===== src/rtl/pilot_insert_pkg.sv =====
// Shared constants, state type and pilot helpers for the transmit pilot inserter.
package pilot_insert_pkg;

  // Word counts per OFDM symbol
  localparam int unsigned N_PIL = 8;
  localparam int unsigned N_DAT = 192;

  // BPSK pilot real parts, +/-1/sqrt(2) in Q3.13
  localparam logic [15:0] P_P = 16'h16A1;
  localparam logic [15:0] P_N = 16'hE95F;

  // Pilot sign sequence, bit i = 1 means pilot i is negative. Must match the
  // receiver's pilot file contents bit for bit.
  localparam logic [127:0] PIL_SEQ = 128'hF3A5_0C7E_9B21_D468_5E0F_A3C9_71B4_2D86;

  typedef enum logic [1:0] {
    StIdle,
    StPilot,
    StData
  } state_e;

  // Full 32-bit pilot subcarrier word, imaginary part always zero
  function automatic logic [31:0] pilot_word(input logic sign);
    return {16'h0000, (sign ? P_N : P_P)};
  endfunction

endpackage


===== src/rtl/pilot_seq_gen.sv =====
// Pilot sign generator: walks PIL_SEQ with a 7-bit index that wraps every 16 symbols.
module pilot_seq_gen
  import pilot_insert_pkg::*;
(
  input  logic clk_i,
  input  logic rst_ni,
  input  logic clear_i,
  input  logic advance_i,
  output logic sign_o
);

  logic [6:0] idx_q, idx_d;
  logic [6:0] idx_eff;

  // Clear takes effect in the same cycle so a start can emit pilot 0 immediately
  always_comb begin
    idx_eff = clear_i ? 7'd0 : idx_q;
    sign_o  = PIL_SEQ[idx_eff];
    idx_d   = advance_i ? idx_eff + 7'd1 : idx_eff;
  end

  // Index register, wraps 127 -> 0 naturally
  always_ff @(posedge clk_i or negedge rst_ni) begin
    if (!rst_ni) begin
      idx_q <= 7'd0;
    end else begin
      idx_q <= idx_d;
    end
  end

endmodule


===== src/rtl/pilot_insert.sv =====
// Transmit pilot insertion: 8 BPSK pilots followed by 192 data words per symbol.
module pilot_insert
  import pilot_insert_pkg::*;
(
  input  logic        CLK_I,
  input  logic        RST_I,
  input  logic [31:0] DAT_I,
  input  logic        WE_I,
  input  logic        STB_I,
  input  logic        CYC_I,
  output logic        ACK_O,
  output logic [31:0] DAT_O,
  output logic        CYC_O,
  output logic        STB_O,
  output logic        WE_O,
  input  logic        ACK_I
);

  localparam logic [7:0] LastPil = 8'(N_PIL - 1);
  localparam logic [7:0] LastDat = 8'(N_DAT - 1);

  state_e      state_q, state_d, state_eff;
  logic [7:0]  cnt_q, cnt_d, cnt_eff;
  logic [31:0] dat_q, dat_d;
  logic        stb_q, stb_d;
  logic        cyc_o_q, cyc_o_d;
  logic        cyc_prev_q;

  logic datin_val, out_halt, istart;
  logic ack;
  logic pil_clr, pil_adv, pil_sign;

  // Handshake qualifiers
  always_comb begin
    datin_val = WE_I & STB_I & CYC_I;
    out_halt  = stb_q & ~ACK_I;
    istart    = CYC_I & ~cyc_prev_q;
  end

  pilot_seq_gen u_pilot_seq_gen (
    .clk_i    (CLK_I),
    .rst_ni   (RST_I),
    .clear_i  (pil_clr),
    .advance_i(pil_adv),
    .sign_o   (pil_sign)
  );

  // Next-state, output register loads and input acknowledge
  always_comb begin
    // A start overrides the registered state and counter in its own cycle,
    // so pilot 0 is emitted there and appears on DAT_O one cycle later.
    state_eff = istart ? StPilot : state_q;
    cnt_eff   = istart ? 8'd0 : cnt_q;
    state_d   = state_eff;
    cnt_d     = cnt_eff;
    dat_d     = dat_q;
    stb_d     = out_halt ? stb_q : 1'b0;
    ack       = 1'b0;
    pil_clr   = istart;
    pil_adv   = 1'b0;

    unique case (state_eff)
      StIdle: begin
      end
      StPilot: begin
        if (!CYC_I) begin
          state_d = StIdle;
        end else if (!out_halt) begin
          dat_d   = pilot_word(pil_sign);
          stb_d   = 1'b1;
          pil_adv = 1'b1;
          if (cnt_eff == LastPil) begin
            cnt_d   = 8'd0;
            state_d = StData;
          end else begin
            cnt_d = cnt_eff + 8'd1;
          end
        end
      end
      StData: begin
        if (!CYC_I) begin
          state_d = StIdle;
        end else begin
          ack = datin_val & ~out_halt;
          if (ack) begin
            dat_d = DAT_I;
            stb_d = 1'b1;
            if (cnt_eff == LastDat) begin
              // CYC_I is known high here, so the burst continues
              cnt_d   = 8'd0;
              state_d = StPilot;
            end else begin
              cnt_d = cnt_eff + 8'd1;
            end
          end
        end
      end
      default: begin
        state_d = StIdle;
        cnt_d   = 8'd0;
      end
    endcase

    // Downstream cycle stays up until the last word has drained
    if (istart) begin
      cyc_o_d = 1'b1;
    end else if ((state_q == StIdle) && !CYC_I && !stb_q) begin
      cyc_o_d = 1'b0;
    end else begin
      cyc_o_d = cyc_o_q;
    end
  end

  // State and output registers
  always_ff @(posedge CLK_I or negedge RST_I) begin
    if (!RST_I) begin
      state_q    <= StIdle;
      cnt_q      <= 8'd0;
      dat_q      <= 32'd0;
      stb_q      <= 1'b0;
      cyc_o_q    <= 1'b0;
      // Resets high so a burst already active at release is not a start
      cyc_prev_q <= 1'b1;
    end else begin
      state_q    <= state_d;
      cnt_q      <= cnt_d;
      dat_q      <= dat_d;
      stb_q      <= stb_d;
      cyc_o_q    <= cyc_o_d;
      cyc_prev_q <= CYC_I;
    end
  end

  assign ACK_O = ack;
  assign DAT_O = dat_q;
  assign STB_O = stb_q;
  assign CYC_O = cyc_o_q;
  assign WE_O  = cyc_o_q;

endmodule


===== config.mk =====
export PLATFORM = sky130hd
export DESIGN_NAME = pilot_insert
export DESIGN_NICKNAME = d
export VERILOG_FILES = /design/src/rtl/pilot_insert_pkg.sv /design/src/rtl/pilot_seq_gen.sv /design/src/rtl/pilot_insert.sv
export SDC_FILE = /design/constraint.sdc
export NUM_CORES = 1
export LEC_CHECK = 0
export CORE_ASPECT_RATIO = 0.7
export CORE_MARGIN = 2
export CORE_UTILIZATION = 45
export DETAILED_ROUTE_END_ITERATION = 10
export HOLD_SLACK_MARGIN = 0.03
export PLACE_DENSITY = 0.76
export SETUP_SLACK_MARGIN = 0.1
export SLEW_MARGIN = 30
export SYNTH_ARGS = -nofsm -noshare
export SYNTH_HDL_FRONTEND = slang
export SYNTH_SLANG_ARGS = --single-unit

===== constraint.sdc =====
create_clock -name CLK_I -period 3.1 [get_ports CLK_I]
set_input_delay 0.465 -clock CLK_I [delete_from_list [all_inputs] [get_ports CLK_I]]
set_output_delay 0.465 -clock CLK_I [all_outputs]
set_load 0.05 [all_outputs]

==> summary.md <==
| Metric | Value |
|---|---|
| Synth warn | `0` |
| CP Class | `input port to primary output` |
| Antenna Nets Post-Route | `0` |
| # diodes | `0` |
| Seq/Total Area, Yosys | `41.5%` |
| Startpoint types | `input port` |
| Reg2Reg Setup Slack | `roughly 0.40 ns` |
| Pin count of the biggest net entering global routing | `65` |
| Slew Viols, Final | `0` |
| R2r startpoint | `cyc_prev_q$_DFF_PN1_` |
| Largest cells by area after synthesis | `dfrtp_1 (41%), nand2_1 (7.3%), a21oi_1 (5.4%)` |
| WHS | `0.140 ns` |
| Initial Util | `about 46%` |
| Worst vdd ir | `approximately 350 µV` |
| 1st-iter DRT viols | `191` |
| CTS Buf Count | `5` |
| Worst Setup EP | `ACK_O` |
| Gr usage total | `22.0%` |
| RSZ-0062 raised after global routing | `false` |
| Avg WL per Cell | `about 15 µm` |
| CP max-delay cell | `clkdlybuf4s50_1` |
| CTS tree | `built` |
| Post-route DRC | `0` |
| Clock latency on the worst-skew pair | `approximately 0.30 ns` |
| Commonest non-fill, non-tap cell in the layout | `clkdlybuf4s50_1` |
| Final worst clock skew | `0.00678 ns` |
| Total power | `0.00284 W` |
| Post-CTS Hold Buffers | `0` |
| Fill cells | `581` |
| Post-synth EDFFs | `0` |
| Total iterations of the first detailed-routing run | `4` |
| I/O pin count | `74` |
| Layout cell share with drive strength beyond 1 | `around 6.6%` |
| Worst-path clk slew | `0.10 ns` |
| Relative slew slack | `between 50% and 60%` |
| Core ar. | `approximately 6800 µm²` |
| Max cap viols | `0` |
| Cell count after synthesis | `~380` |
| Arr. time, crit path | `between 2 and 2.5 ns` |
| Clk buf depth | `2` |
| DIE AREA | `between 7000 and 8000 µm²` |
| P_leak | `1.65 nW` |
| Setup TNS | `0 ns` |
| Routed via count | `around 3,000` |
| CP peak stage delay | `~0.42 ns` |
| Most used DFF post-synth | `dfrtp_1` |
| Row cnt | `25` |
| Async S/R FF share, synth | `100%` |
| Area leader, netlist | `dfrtp_1` |
| Min setup slack post-route | `0.270 ns` |
| WP data required | `2.63 ns` |
| Area share of the largest cell type after synthesis | `roughly two fifths` |
| P&R area growth vs syn | `29.1%` |
| Levels on crit path | `9` |
| CTS Sinks | `52` |
| Final period util | `91.3%` |
| Avg Inst Size Synth | `between 8 and 9 µm²` |
| Crit end category | `primary output` |
| Top Family by Delay on Critical Path | `buffers and inverters` |
| Vias in the first global route | `about 2,700` |
| First-pass GRT wire length | `about 14,000 µm` |
| Max Clk Rate | `~350 MHz` |
| Hold crit path type | `input port to asynchronous set/reset pin` |
| Die Y | `73.9 µm` |
| Final hold violations | `0` |
| Dpl ws | `-0.0326 ns` |
| Routed WL | `between 8000 and 9000 µm` |
| R2r endpoint | `DAT_O[14]$_DFFE_PN0P_` |
| Gpl congestion | `about 0.94` |
| Commonest cells after routing, fill and taps aside | `clkdlybuf4s50_1 (71), nand2_1 (61), dfrtp_1 (51)` |
| Final setup viols | `0` |
| Vias/cell | `between 5 and 6` |
| Sequence of cells on the critical path | `clkdlybuf4s50_1, nand2b_1, nand2b_1, inv_1, ha_1, and3_1, nand3_1, inv_1, buf_12` |
| Outcome | `finished, final reports clean` |
| Worst-path maximum fanout | `6` |
| H-tree Lvls | `2` |
| Input/output buffers | `73` |
| Least-Margin Pin Slew | `0.606 ns` |
| Syn Std Cell Area | `about 3100 µm²` |
| Cell variety after synth | `60` |
| Register bit total from synthesis | `52` |
| Hpwl dp | `~5900 µm` |
| Antenna violations before repair | `0` |
| Clk root buf | `clkbuf_8` |
| R2R cell count | `9` |
| Grt ovf | `0` |
| Synthesized Nets | `roughly 420` |
| CP Launch Point | `CYC_I` |
| Die Wd | `between 100 and 150 µm` |
| Min Tclk post-route | `2.83 ns` |
| Cell Pwr Density | `about 700 nW/µm²` |
| WP buf/inv | `4` |
| Layout Nets | `approximately 490` |
[worst min path at each step]
stage / start / endpoint / depth (start not counted)
3_3_place_gp: DAT_O[0]$_DFFE_PN0P_ / DAT_O[0]$_DFFE_PN0P_ / 2
4_1_cts: RST_I / DAT_O[16]$_DFFE_PN0P_ / 1
5_1_grt: RST_I / DAT_O[20]$_DFFE_PN0P_ / 1
3_5_place_dp: state_q[1]$_DFF_PN0_ / CYC_O$_DFFE_PN0P_ / 2
6_report: RST_I / DAT_O[25]$_DFFE_PN0P_ / 1
2_1_floorplan: RST_I / CYC_O$_DFFE_PN0P_ / 0
[timing repair]
| item | CTS | global route |
|---|---|---|
| gates resized for setup | 0 | 1 |
| endpoints found under the setup margin | 0 | 10 |
| buffers inserted | 0 | 1 |
[stage by stage]
step,cells,instance area (µm²),util (%)
after floorplan,375,3140,-
after global placement,525,3950,58.4
after detailed placement,525,3950,58.4
after CTS,533,4030,59.7
after global routing,534,4050,59.9
final,534,4050,59.9
[cells in the mapped netlist (all sizes together) (9+ instances only)]
library cell / count
a21oi: 34
a31oi: 17
buf: 9
clkbuf: 18
dfrtp: 51
ha: 10
inv: 24
nand2: 61
nor2: 18
o21ai: 31
[logic make-up (layout without fill, tap and decap cells)]
logic type,after synthesis,count (layout),synth area share [%]
fa+ha+maj,10,10,3.99
flops,52,52,41.5
mux,2,2,0.678
simple gates,130,130,20.2
buf+inv,51,116,7.10
xor+xnor,8,8,2.23
compound gates,122,122,24.3
[sequential cells by signal (all words and copies together), names as in the netlist]
register / flops
DAT_O: 32
cnt_q: 8
u_pilot_seq_gen.idx_q: 7
state_q: 2
CYC_O: 1
STB_O: 1
cyc_prev_q: 1
[cell type report]
| class | count | area, µm² | area share (%) |
|---|---|---|---|
| flip-flops and latches | 52 | 1300 | 32.2 |
| multi-input cells | 272 | 1620 | 40.0 |
| repair buffers | 84 | 831 | 20.5 |
| clock inverters | 2 | 16.3 | 0.402 |
| inverters | 24 | 90.1 | 2.22 |
| well taps | 94 | 118 | 2.90 |
| clock buffers | 6 | 72.6 | 1.79 |
[report_power, final]
group | switching [W] | internal (W) | total (W)
Combinational | 0.000968 | 0.000538 | 0.00151
Sequential | 0.000122 | 0.000830 | 0.000951
Clock | 0.000225 | 0.000161 | 0.000386
Total | 0.00131 | 0.00153 | 0.00284
[layer usage]
| layer | vias to the layer above | global-route usage, % | part of all wire, % |
|---|---|---|---|
| li1 | 1445 | - | - |
| met1 | 1392 | 33.0 | 49 |
| met2 | 125 | 33.1 | 41 |
| met3 | 11 | 5.24 | 8.6 |
| met4 | 0 | 3.30 | 0.65 |
| met5 | - | 0 | 0 |
Note: power is estimated with default switching activity, not from simulation.
